<file path="config.mk">
export PLATFORM = sky130hd
export DESIGN_NAME = tcdm_xbar_rr_flat
export DESIGN_NICKNAME = d
export VERILOG_FILES = /design/src/rtl/tcdm_xbar_rr_if.sv /design/src/rtl/tcdm_xbar_rr.sv /design/src/flat_wrapper.sv
export SDC_FILE = /design/constraint.sdc
export NUM_CORES = 1
export LEC_CHECK = 0
export CORE_AREA = 2 2 323 325
export DETAILED_ROUTE_END_ITERATION = 10
export DIE_AREA = 0 0 325 327
export SYNTH_ARGS = -nofsm -noshare
export SYNTH_HDL_FRONTEND = slang
export SYNTH_SLANG_ARGS = --single-unit
export TNS_END_PERCENT = 50
</file>
<file path="constraint.sdc">
create_clock -name clk_i -period 3.3 [get_ports clk_i]
set_clock_uncertainty 0.05 [all_clocks]
set_input_delay 0.66 -clock clk_i [delete_from_list [all_inputs] [get_ports clk_i]]
set_output_delay 0.66 -clock clk_i [all_outputs]
set_load 0.01 [all_outputs]
</file>
<file path="src/rtl/tcdm_xbar_rr_if.sv">
// Bus bundle for tcdm_xbar_rr: flat packed master-side request/response and bank-side signals.
// m_prio_i exists only when TCDM_XBAR_PRIO_EN is defined.
interface tcdm_xbar_rr_if #(
   parameter int unsigned NUM_MASTER = 4,
   parameter int unsigned NUM_SLAVE  = 4,
   parameter int unsigned DATA_WIDTH = 32,
   parameter int unsigned ADDR_WIDTH = 32,
   parameter int unsigned BE_WIDTH   = DATA_WIDTH / 8
);
   logic [NUM_MASTER-1:0]            m_req_i;
   logic [NUM_MASTER-1:0]            m_we_i;
   logic [NUM_MASTER*ADDR_WIDTH-1:0] m_addr_i;
   logic [NUM_MASTER*DATA_WIDTH-1:0] m_wdata_i;
   logic [NUM_MASTER*BE_WIDTH-1:0]   m_be_i;
   logic [NUM_MASTER-1:0]            m_gnt_o;
   logic [NUM_MASTER-1:0]            m_rvalid_o;
   logic [NUM_MASTER*DATA_WIDTH-1:0] m_rdata_o;
`ifdef TCDM_XBAR_PRIO_EN
   logic [NUM_MASTER-1:0]            m_prio_i;
`endif
   logic [NUM_SLAVE-1:0]             s_req_o;
   logic [NUM_SLAVE-1:0]             s_we_o;
   logic [NUM_SLAVE*ADDR_WIDTH-1:0]  s_addr_o;
   logic [NUM_SLAVE*DATA_WIDTH-1:0]  s_wdata_o;
   logic [NUM_SLAVE*BE_WIDTH-1:0]    s_be_o;
   logic [NUM_SLAVE-1:0]             s_gnt_i;
   logic [NUM_SLAVE*DATA_WIDTH-1:0]  s_rdata_i;

   // Crossbar side
   modport slave (
`ifdef TCDM_XBAR_PRIO_EN
      input  m_prio_i,
`endif
      input  m_req_i, m_we_i, m_addr_i, m_wdata_i, m_be_i, s_gnt_i, s_rdata_i,
      output m_gnt_o, m_rvalid_o, m_rdata_o, s_req_o, s_we_o, s_addr_o, s_wdata_o, s_be_o
   );

   // Environment side: masters and banks
   modport master (
`ifdef TCDM_XBAR_PRIO_EN
      output m_prio_i,
`endif
      output m_req_i, m_we_i, m_addr_i, m_wdata_i, m_be_i, s_gnt_i, s_rdata_i,
      input  m_gnt_o, m_rvalid_o, m_rdata_o, s_req_o, s_we_o, s_addr_o, s_wdata_o, s_be_o
   );
endinterface

</file>
<file path="src/rtl/tcdm_xbar_rr.sv">
// NUM_MASTER x NUM_SLAVE word-interleaved TCDM crossbar with per-bank round-robin arbitration
// and one-cycle response routing. Define TCDM_XBAR_PRIO_EN to add per-master priority requests.
module tcdm_xbar_rr #(
   parameter int unsigned NUM_MASTER       = 4,
   parameter int unsigned NUM_SLAVE        = 4,
   parameter int unsigned DATA_WIDTH       = 32,
   parameter int unsigned ADDR_WIDTH       = 32,
   parameter int unsigned BE_WIDTH         = DATA_WIDTH / 8,
   parameter int unsigned INTERLEAVE_WORDS = 1
) (
   input logic           clk_i,
   input logic           rst_i,
   tcdm_xbar_rr_if.slave bus
);
   localparam int unsigned BYTE_OFF  = $clog2(BE_WIDTH);
   localparam int unsigned BANK_LSB  = BYTE_OFF + $clog2(INTERLEAVE_WORDS);
   localparam int unsigned BANK_BITS = $clog2(NUM_SLAVE);
   localparam int unsigned SEL_W     = (BANK_BITS > 0) ? BANK_BITS : 1;
   localparam int unsigned MST_W     = (NUM_MASTER > 1) ? $clog2(NUM_MASTER) : 1;
   localparam logic [ADDR_WIDTH-1:0] LOW_MASK = ADDR_WIDTH'((64'(1) << BANK_LSB) - 64'(1));

   logic [SEL_W-1:0]      m_bank   [NUM_MASTER];
   logic [ADDR_WIDTH-1:0] m_addr_c [NUM_MASTER];
   logic [NUM_MASTER-1:0] prio;
   logic [NUM_MASTER-1:0] tgt      [NUM_SLAVE];
   logic [NUM_MASTER-1:0] cand     [NUM_SLAVE];
   logic [MST_W-1:0]      win      [NUM_SLAVE];
   logic [MST_W-1:0]      rr_q     [NUM_SLAVE];
   logic [MST_W-1:0]      resp_mst_q [NUM_SLAVE];
   logic [NUM_SLAVE-1:0]  resp_vld_q;
   logic [NUM_SLAVE-1:0]  s_req;
   logic [NUM_SLAVE-1:0]  hs;
   logic [NUM_SLAVE-1:0]  s_we;
   logic [NUM_SLAVE*ADDR_WIDTH-1:0]  s_addr;
   logic [NUM_SLAVE*DATA_WIDTH-1:0]  s_wdata;
   logic [NUM_SLAVE*BE_WIDTH-1:0]    s_be;
   logic [NUM_MASTER-1:0]            gnt;
   logic [NUM_MASTER-1:0]            rvalid;
   logic [NUM_MASTER*DATA_WIDTH-1:0] rdata;
   int unsigned idx;

   // Bank decode and compaction: bank bits are squeezed out of the address the bank sees
   for (genvar m = 0; m < NUM_MASTER; m++) begin : g_mst
      logic [ADDR_WIDTH-1:0] addr;
      assign addr = bus.m_addr_i[m*ADDR_WIDTH +: ADDR_WIDTH];
      if (BANK_BITS > 0) begin : g_sel
         assign m_bank[m]   = addr[BANK_LSB +: BANK_BITS];
         assign m_addr_c[m] = ((addr >> (BANK_LSB + BANK_BITS)) << BANK_LSB) | (addr & LOW_MASK);
      end else begin : g_one
         assign m_bank[m]   = '0;
         assign m_addr_c[m] = addr;
      end
   end

`ifdef TCDM_XBAR_PRIO_EN
   assign prio = bus.m_prio_i;
`else
   assign prio = '0;
`endif

   // Candidates per bank; any high-priority requester masks out the normal ones
   always_comb begin
      for (int s = 0; s < int'(NUM_SLAVE); s++) begin
         tgt[s] = '0;
         for (int m = 0; m < int'(NUM_MASTER); m++) begin
            tgt[s][m] = bus.m_req_i[m] && (m_bank[m] == SEL_W'(s));
         end
         cand[s] = ((tgt[s] & prio) != '0) ? (tgt[s] & prio) : tgt[s];
      end
   end

   // Round-robin pick: scanning offsets downwards lets the nearest one to rr_q win last
   always_comb begin
      s_req = '0;
      idx   = 0;
      for (int s = 0; s < int'(NUM_SLAVE); s++) begin
         win[s]   = '0;
         s_req[s] = |cand[s];
         for (int off = int'(NUM_MASTER) - 1; off >= 0; off--) begin
            idx = 32'(rr_q[s]) + 32'(off);
            if (idx >= NUM_MASTER) idx = idx - NUM_MASTER;
            if (cand[s][idx]) win[s] = MST_W'(idx);
         end
      end
   end

   // Bank-side mux of the winning master's payload
   always_comb begin
      s_we    = '0;
      s_addr  = '0;
      s_wdata = '0;
      s_be    = '0;
      for (int s = 0; s < int'(NUM_SLAVE); s++) begin
         if (s_req[s]) begin
            s_we[s]                                = bus.m_we_i[win[s]];
            s_addr[s*ADDR_WIDTH +: ADDR_WIDTH]     = m_addr_c[win[s]];
            s_wdata[s*DATA_WIDTH +: DATA_WIDTH]    = bus.m_wdata_i[32'(win[s])*DATA_WIDTH +: DATA_WIDTH];
            s_be[s*BE_WIDTH +: BE_WIDTH]           = bus.m_be_i[32'(win[s])*BE_WIDTH +: BE_WIDTH];
         end
      end
   end

   assign hs = s_req & bus.s_gnt_i;

   always_comb begin
      gnt = '0;
      for (int s = 0; s < int'(NUM_SLAVE); s++) begin
         if (hs[s]) gnt[win[s]] = 1'b1;
      end
   end

   // Pointer advance and response capture on each bank handshake
   always_ff @(posedge clk_i) begin
      if (rst_i) begin
         resp_vld_q <= '0;
         for (int s = 0; s < int'(NUM_SLAVE); s++) begin
            rr_q[s]       <= '0;
            resp_mst_q[s] <= '0;
         end
      end else begin
         resp_vld_q <= hs;
         for (int s = 0; s < int'(NUM_SLAVE); s++) begin
            if (hs[s]) begin
               resp_mst_q[s] <= win[s];
               rr_q[s]       <= (win[s] == MST_W'(NUM_MASTER - 1)) ? '0 : win[s] + MST_W'(1);
            end
         end
      end
   end

   // Response routing; held off while in reset so in-flight responses are dropped
   always_comb begin
      rvalid = '0;
      rdata  = '0;
      if (!rst_i) begin
         for (int s = 0; s < int'(NUM_SLAVE); s++) begin
            if (resp_vld_q[s]) begin
               rvalid[resp_mst_q[s]] = 1'b1;
               rdata[32'(resp_mst_q[s])*DATA_WIDTH +: DATA_WIDTH] =
                  bus.s_rdata_i[s*DATA_WIDTH +: DATA_WIDTH];
            end
         end
      end
   end

   assign bus.s_req_o    = s_req;
   assign bus.s_we_o     = s_we;
   assign bus.s_addr_o   = s_addr;
   assign bus.s_wdata_o  = s_wdata;
   assign bus.s_be_o     = s_be;
   assign bus.m_gnt_o    = gnt;
   assign bus.m_rvalid_o = rvalid;
   assign bus.m_rdata_o  = rdata;
endmodule

</file>
<file path="src/flat_wrapper.sv">
// flat-port wrapper written by rule: the top's interface ports become plain ports
module tcdm_xbar_rr_flat 
#(
   parameter int unsigned NUM_MASTER       = 4,
   parameter int unsigned NUM_SLAVE        = 4,
   parameter int unsigned DATA_WIDTH       = 32,
   parameter int unsigned ADDR_WIDTH       = 32,
   parameter int unsigned BE_WIDTH         = DATA_WIDTH / 8,
   parameter int unsigned INTERLEAVE_WORDS = 1
)
  (clk_i, rst_i, bus_m_req_i, bus_m_we_i, bus_m_addr_i, bus_m_wdata_i, bus_m_be_i, bus_s_gnt_i, bus_s_rdata_i, bus_m_gnt_o, bus_m_rvalid_o, bus_m_rdata_o, bus_s_req_o, bus_s_we_o, bus_s_addr_o, bus_s_wdata_o, bus_s_be_o);
  tcdm_xbar_rr_if #(.NUM_MASTER(NUM_MASTER), .NUM_SLAVE(NUM_SLAVE), .DATA_WIDTH(DATA_WIDTH), .ADDR_WIDTH(ADDR_WIDTH), .BE_WIDTH(BE_WIDTH)) bus_i ();
  input logic clk_i;
  input logic rst_i;
  input wire logic [$bits(bus_i.m_req_i)-1:0] bus_m_req_i;
  input wire logic [$bits(bus_i.m_we_i)-1:0] bus_m_we_i;
  input wire logic [$bits(bus_i.m_addr_i)-1:0] bus_m_addr_i;
  input wire logic [$bits(bus_i.m_wdata_i)-1:0] bus_m_wdata_i;
  input wire logic [$bits(bus_i.m_be_i)-1:0] bus_m_be_i;
  input wire logic [$bits(bus_i.s_gnt_i)-1:0] bus_s_gnt_i;
  input wire logic [$bits(bus_i.s_rdata_i)-1:0] bus_s_rdata_i;
  output wire logic [$bits(bus_i.m_gnt_o)-1:0] bus_m_gnt_o;
  output wire logic [$bits(bus_i.m_rvalid_o)-1:0] bus_m_rvalid_o;
  output wire logic [$bits(bus_i.m_rdata_o)-1:0] bus_m_rdata_o;
  output wire logic [$bits(bus_i.s_req_o)-1:0] bus_s_req_o;
  output wire logic [$bits(bus_i.s_we_o)-1:0] bus_s_we_o;
  output wire logic [$bits(bus_i.s_addr_o)-1:0] bus_s_addr_o;
  output wire logic [$bits(bus_i.s_wdata_o)-1:0] bus_s_wdata_o;
  output wire logic [$bits(bus_i.s_be_o)-1:0] bus_s_be_o;
  assign bus_i.m_req_i = bus_m_req_i;
  assign bus_i.m_we_i = bus_m_we_i;
  assign bus_i.m_addr_i = bus_m_addr_i;
  assign bus_i.m_wdata_i = bus_m_wdata_i;
  assign bus_i.m_be_i = bus_m_be_i;
  assign bus_i.s_gnt_i = bus_s_gnt_i;
  assign bus_i.s_rdata_i = bus_s_rdata_i;
  assign bus_m_gnt_o = bus_i.m_gnt_o;
  assign bus_m_rvalid_o = bus_i.m_rvalid_o;
  assign bus_m_rdata_o = bus_i.m_rdata_o;
  assign bus_s_req_o = bus_i.s_req_o;
  assign bus_s_we_o = bus_i.s_we_o;
  assign bus_s_addr_o = bus_i.s_addr_o;
  assign bus_s_wdata_o = bus_i.s_wdata_o;
  assign bus_s_be_o = bus_i.s_be_o;
  tcdm_xbar_rr #(.NUM_MASTER(NUM_MASTER), .NUM_SLAVE(NUM_SLAVE), .DATA_WIDTH(DATA_WIDTH), .ADDR_WIDTH(ADDR_WIDTH), .BE_WIDTH(BE_WIDTH), .INTERLEAVE_WORDS(INTERLEAVE_WORDS)) u_core (.clk_i(clk_i), .rst_i(rst_i), .bus(bus_i));
endmodule
</file>
==> results.py, run 1 <==
metrics = {
    "flow_run": {
        "max_cap_violations": 0,
    },
    "floorplan": {
        "rows": 118,
        "die-area_mm2": 0.1063,
        "fp.dieW_um": 325,
        "pin_count": 830,
        "start_util": 0.1485,
        "fp.dieH_um": 327,
        "core_area_mm2": 0.1029,
    },
    "global_routing": {
        "grt_pass1_vias": 23400,
        "grt_max_degree": 46,
        "antenna_found_initial": 10,
        "grt-ovfl-total": 0,
        "grt_pass1_wl_mm": 175.7,
        "grt_use_met3": 0.05619,
        "globalRouteMet2Util": 0.3628,
        "gr-max-usage-layer": "met2",
        "use_met1": 0.2664,
        "grt.total_usage": 0.2239,
    },
    "final_layout": {
        "final_common_cell": "mux2i_1",
        "post-route-util": 0.3185,
        "syn_to_final_growth_pct": 114.5,
        "layout.nets": 3826,
        "final_cell_mix": "480 x mux2i_1, 404 x clkdlybuf4s50_1, 393 x buf_4, 192 x o22ai_1, 183 x buf_2",
        "fin_area_mm2": 0.03278,
        "drive_gt1_frac": 0.4117,
    },
    "power": {
        "power_density_mw_per_mm2": 190.3,
        "irDropWorstVdd_mv": 0.1615,
        "p_total_mw": 6.238,
        "leakagePower_nw": 12.97,
    },
    "worst_setup_path": {
        "endpoint_kind": "primary output",
        "ff2ff_path_depth": 9,
        "cpPeakStageDelay_ps": 420,
        "arrival_ps": 2870,
        "slowest_stage": "or3b_4",
        "cp.required_ps": 2590,
        "critPathLaunch": "bus_m_addr_i[3]",
        "cp_max_fo": 6,
        "critPathMostFrequentCell": "buf_12",
        "rrSetupSlack_ps": 920,
        "reg2reg_from": "u_core.rr_q[0][5]$_SDFFCE_PP0P_",
        "r2r_end": "u_core.rr_q[0][4]$_SDFFCE_PP0P_",
        "crit_chain": "buf_8, or3b_4, o221a_4, o22ai_4, buf_12, buf_16, buf_6, buf_12, buf_6, mux2i_1, o22ai_1, buf_4, buf_12",
        "path_buf_inv": 8,
        "start_kind": "primary input",
        "critPathTopFamily": "buffers and inverters",
        "worstSetupPathType": "in -> out",
    },
    "synthesis": {
        "ys_seq_area_frac": 0.03668,
        "yosysUniqueCellTypes": 55,
        "synth_compound_area_frac": 0.2702,
        "synth_adder_area_share": 0.03029,
        "syn_area_per_cell_um2": 6.918,
        "ys_async_sr_fraction": 0,
        "synth_cells": 2209,
        "synth_top_family_by_area": "multiplexers",
        "synth_edf_count": 16,
        "synthFlopType": "edfxtp_1",
        "netlist_area_mm2": 0.01528,
        "ys_seq_elements": 20,
        "synth-simple-area-share": 0.2188,
        "synthXorXnorAreaFrac": 0.001146,
        "synthMuxAreaShare": 0.3531,
        "ys_warn_count": 0,
    },
    "routing": {
        "num_vias": 24570,
        "drt-total-wl_mm": 132.3,
        "post_drt_via_cell_ratio": 5.163,
        "ant_nets": 0,
        "drc_errors": 0,
        "first_iter_violations": 2400,
        "wire_per_inst_um": 27.79,
        "dr.pass1.iters": 6,
    },
    "sta": {
        "drv_slew": 0,
        "setup_violations": 223,
        "post-route-worst-setup-slack_ps": -275.6,
        "relSlewSlack": 0.6227,
        "rsz0062_at_grt": "true",
        "worst_pin_slew_ps": 564.1,
        "fin_crit_sh": 1.084,
        "final_hold_viol_count": 0,
        "period_minus_slack_ps": 3576,
        "max_freq_mhz": 279.7,
    },
    "cts": {
        "cts_max_level": 1,
        "numCtsBuffers": 3,
        "cts_tree": "done",
        "path_clk_slew_ps": 60,
        "clock_path_buffers": 2,
        "cts.sinks": 20,
        "cts_root_buffer": "clkbuf_16",
        "insertion_delay_ps": 260,
    },
    "hold_path": {
        "min_to": "u_core.resp_mst_q[1][1]$_SDFFCE_PN0P_",
        "hp-start": "u_core.rr_q[0][3]$_SDFFCE_PP0P_",
        "hold_path_class": "reg -> reg",
        "worstHoldPathCells": 5,
    },
    "placement": {
        "io_buffers": 821,
        "gp_routability_congestion": 1.017,
        "dpl_cell_area_mm2": 0.02832,
        "hpwl_mm": 100.7,
        "post-place-ws_ps": -1109,
    },
    "outcome": {
        "violations": "negative setup slack",
        "outcome": "finished with violations",
    },
}
[synthesized netlist by cell type (12+ instances only)]
master	count	area [um^2]
o22ai_2	30	375.4
clkbuf_1	175	656.9
nor2_1	12	45.04
inv_1	19	71.32
o22ai_1	241	1508
a21oi_1	267	1336
ha_1	37	462.9
a22oi_1	12	90.09
o21ai_0	102	510.5
buf_4	17	127.6
and2_0	55	344.1
nand2_1	146	548.0
buf_2	48	240.2
and2_1	84	525.5
mux2i_1	538	5385
nand4_1	69	431.7
edfxtp_1	16	480.5
o21ai_1	37	185.2
nand3_1	198	991.0
[worst register-to-register path: stages (launching register included)]
cell	delay, ps
edfxtp_1	500
nand4b_1	190
and3_4	220
o22a_4	340
buf_8	180
buf_12	140
ha_4	170
buf_4	120
buf_4	120
nor3_1	180
[worst max path at each step]
stage                       endpoint  slack, ps  depth (start not counted)
global placement    bus_s_addr_o[32]      -1120                         11
finish              bus_s_wdata_o[9]       -280                         13
global route        bus_s_wdata_o[9]       -310                         13
floorplan             bus_m_gnt_o[2]        170                         10
CTS                 bus_s_wdata_o[8]       -350                         13
detailed placement  bus_s_addr_o[32]      -1110                         11
[final cells by class]
cell class	instances	area, um^2
antenna	5	12.51
clock buffer	3	75.07
clock inverter	1	30.03
fill	10900	70130
inverter	20	90.09
multi-input combinational	1912	15870
sequential	20	560.5
tap	1380	1727
timing repair buffer	1418	14410
[power by group]
group / internal (mW) / leakage (nW) / switching, mW / total (mW)
sequential: 0.292 / 0.203 / 0.0353 / 0.327
combinational: 2.74 / 12.7 / 2.83 / 5.57
clock: 0.241 / 0.0511 / 0.0986 / 0.339
total: 3.27 / 13.0 / 2.97 / 6.24
[metal layers]
layer | routed length, um | vias up
li1 | - | 10730
met1 | 50810 | 11770
met2 | 58840 | 1639
met3 | 12200 | 427
met4 | 10370 | 6
met5 | 36 | -
[kinds of logic (layout without fill, tap and decap cells)]
family                   count (synthesis)  count (layout)
AO/OA/AOI/OAI                          703             703
AND/OR/NAND/NOR                        623             623
multiplexers                           539             539
buffers and inverters                  284            1442
adder cells (fa/ha/maj)                 37              37
flip-flops                              20              20
XOR/XNOR                                 2               2
other                                    1              13
[registers in the layout, indices dropped and copies added, names as in the netlist]
signal / flops
u_core.resp_mst_q: 8
u_core.resp_vld_q: 4
u_core.rr_q: 8
[stage by stage]
step / hold slack (ps) / setup TNS, ps / std cells
after floorplan: 813.0 / 0 / 2216
after global placement: 1197 / -231160 / 4536
after detailed placement: 1183 / -234750 / 4536
after CTS: 1145 / -31220 / 4645
after global routing: 1166 / -35470 / 4757
final: 1084 / -16670 / 4759
[what timing repair did]
| action | 4_1_cts | 5_1_grt |
|---|---|---|
| pin swaps | 119 | 314 |
| gates resized for setup | 1034 | 830 |
| setup endpoints to repair | 400 | 383 |
| buffers inserted | 93 | 106 |
| hold buffers | 0 | 0 |
| gates cloned | 17 | 17 |
Power figures use the tool's default switching activity.
==> run 2: changes to the inputs <==
- PLACE_DENSITY: unset -> 0.44
- SKIP_LAST_GASP: unset -> 1
==> results.py, run 2 (synthesis gave the netlist of run 1 again) <==
metrics = {
    "floorplan": {
        "start_util": 0.1485,
        "pin_count": 830,
        "fp.dieW_um": 325,
        "fp.dieH_um": 327,
        "die-area_mm2": 0.1063,
        "rows": 118,
        "core_area_mm2": 0.1029,
    },
    "global_routing": {
        "antenna_found_initial": 30,
        "grt-ovfl-total": 0,
        "grt_max_degree": 86,
        "grt_pass1_wl_mm": 178.6,
        "grt_pass1_vias": 23170,
        "grt.total_usage": 0.2290,
    },
    "worst_setup_path": {
        "path_buf_inv": 7,
        "cp.required_ps": 2590,
        "critPathMostFrequentCell": "buf_12",
        "ff2ff_path_depth": 8,
        "reg2reg_from": "u_core.rr_q[0][5]$_SDFFCE_PP0P_",
        "cp_max_fo": 8,
        "slowest_stage": "or3b_4",
        "endpoint_kind": "primary output",
        "cpPeakStageDelay_ps": 410,
        "arrival_ps": 2880,
        "worstSetupPathType": "in -> out",
        "crit_chain": "buf_8, or3b_4, o221a_4, o22ai_4, buf_12, buf_12, buf_12, buf_16, mux2i_1, o22ai_1, buf_4, buf_12",
        "r2r_end": "u_core.rr_q[0][5]$_SDFFCE_PP0P_",
        "critPathTopFamily": "buffers and inverters",
        "rrSetupSlack_ps": 1130,
        "start_kind": "primary input",
    },
    "cts": {
        "cts_max_level": 1,
        "cts_hold_buffers": 0,
        "cts_tree": "done",
        "insertion_delay_ps": 260,
        "path_clk_slew_ps": 60,
        "cts_root_buffer": "clkbuf_16",
        "numCtsBuffers": 3,
        "cts.sinks": 20,
        "clock_path_buffers": 2,
    },
    "routing": {
        "num_vias": 23900,
        "dr.pass1.iters": 6,
        "post_drt_via_cell_ratio": 5.071,
        "wire_per_inst_um": 28.54,
        "drt-total-wl_mm": 134.5,
        "first_iter_violations": 2117,
        "drc_errors": 0,
        "ant_nets": 0,
    },
    "sta": {
        "max_freq_mhz": 278.7,
        "period_minus_slack_ps": 3588,
        "setup_tns_ps": -20300,
        "worst_pin_slew_ps": 564.6,
        "post-route-worst-setup-slack_ps": -288.4,
        "rsz0062_at_grt": "true",
        "fin_crit_sh": 1.087,
        "final_hold_viol_count": 0,
        "relSlewSlack": 0.6236,
        "drv_slew": 0,
        "setup_violations": 187,
        "holdWs_ps": 1156,
    },
    "flow_run": {
        "max_cap_violations": 0,
    },
    "placement": {
        "gp_routability_congestion": 0.9774,
        "io_buffers": 821,
        "place_inst": 4517,
        "hpwl_mm": 101.3,
    },
    "hold_path": {
        "worstHoldPathCells": 4,
        "min_to": "u_core.rr_q[0][2]$_SDFFCE_PP0P_",
        "hold_path_class": "reg -> reg",
        "hp-start": "u_core.rr_q[0][2]$_SDFFCE_PP0P_",
    },
    "outcome": {
        "violations": "negative setup slack",
        "outcome": "finished with violations",
    },
    "final_layout": {
        "reg.largest.list": "u_core.resp_mst_q x8, u_core.rr_q x8, u_core.resp_vld_q x4",
        "final_cell_mix": "500 x mux2i_1, 413 x clkdlybuf4s50_1, 347 x buf_4, 221 x a21oi_1, 194 x nand3_1",
        "drive_gt1_frac": 0.3092,
        "instances_no_fill": 4713,
        "final_common_cell": "mux2i_1",
        "layout.nets": 3774,
        "syn_to_final_growth_pct": 107.3,
        "post-route-util": 0.3079,
    },
    "power": {
        "irDropWorstVdd_mv": 0.1308,
        "leakagePower_nw": 14.18,
        "power_density_mw_per_mm2": 196.0,
        "p_total_mw": 6.211,
    },
}
==> run 2: changes by cell type in the layout (fill, tap and decap cells not counted), sizes merged <==
cell and change:
diode +6, dlymetal6s2s +91, clkdlybuf4s50 +9, clkinv +1, dlygate4sd2 -15, o22a +2, buf -133, clkbuf +11
inv -1, clkdlybuf4s15 -18, bufbuf +1
==> run 2: final cells by class <==
cell class / instances / area [um^2]
fill: 11030 / 71220
multi-input combinational: 1914 / 14630
timing repair buffer: 1364 / 14560
tap: 1380 / 1727
sequential: 20 / 560.5
inverter: 20 / 76.32
clock buffer: 3 / 75.07
clock inverter: 1 / 30.03
antenna: 11 / 27.53
==> run 2: metal layers <==
layer	up-vias	global-route usage	share of wire
met5	-	0	0.0011
met2	1323	0.3962	0.48
li1	10630	-	-
met3	304	0.05450	0.080
met4	22	0.1223	0.067
met1	11620	0.2605	0.37
==> run 2: worst max path at each step <==
| stage | end | from | slack [ps] | cells past startpoint |
|---|---|---|---|---|
| 5_1_grt | bus_s_addr_o[40] | bus_m_addr_i[3] | -310 | 12 |
| 3_3_place_gp | bus_s_wdata_o[1] | bus_m_addr_i[3] | -1120 | 10 |
| 6_report | bus_s_wdata_o[8] | bus_m_addr_i[2] | -290 | 12 |
| 4_1_cts | bus_m_rdata_o[95] | u_core.resp_mst_q[1][0]$_SDFFCE_PN0P_ | -420 | 10 |
| 2_1_floorplan | bus_m_gnt_o[2] | bus_m_addr_i[2] | 170 | 10 |
| 3_5_place_dp | bus_s_wdata_o[1] | bus_m_addr_i[3] | -1100 | 10 |
==> run 2: worst min-delay path, delay by kind of cell, from the launching register on <==
| family | cells | cell delay, ps |
|---|---|---|
| buf+inv | 2 | 290 |
| simple gates | 1 | 60 |
| compound gates | 1 | 230 |
| flops | 1 | 460 |
==> run 2: power breakdown <==
part           total, mW  switching, mW  internal [mW]
sequential         0.320         0.0277          0.292
combinational       5.55           2.79           2.75
clock              0.344          0.103          0.241
total               6.21           2.93           3.29
==> run 2: stage by stage <==
stage	instance area [um^2]	setup slack, ps
3_5_place_dp	28190	-1102
4_1_cts	30160	-416.3
5_1_grt	31670	-310.1
3_3_place_gp	28190	-1123
6_report	31690	-288.4
2_1_floorplan	15310	170.9
==> run 2: what timing repair did <==
item,4_1_cts,5_1_grt
hold endpoints to repair,0,0
pin swaps,76,104
resized for setup,776,446
endpoints found under the setup margin,400,379
gates cloned,23,16
setup buffers,104,65
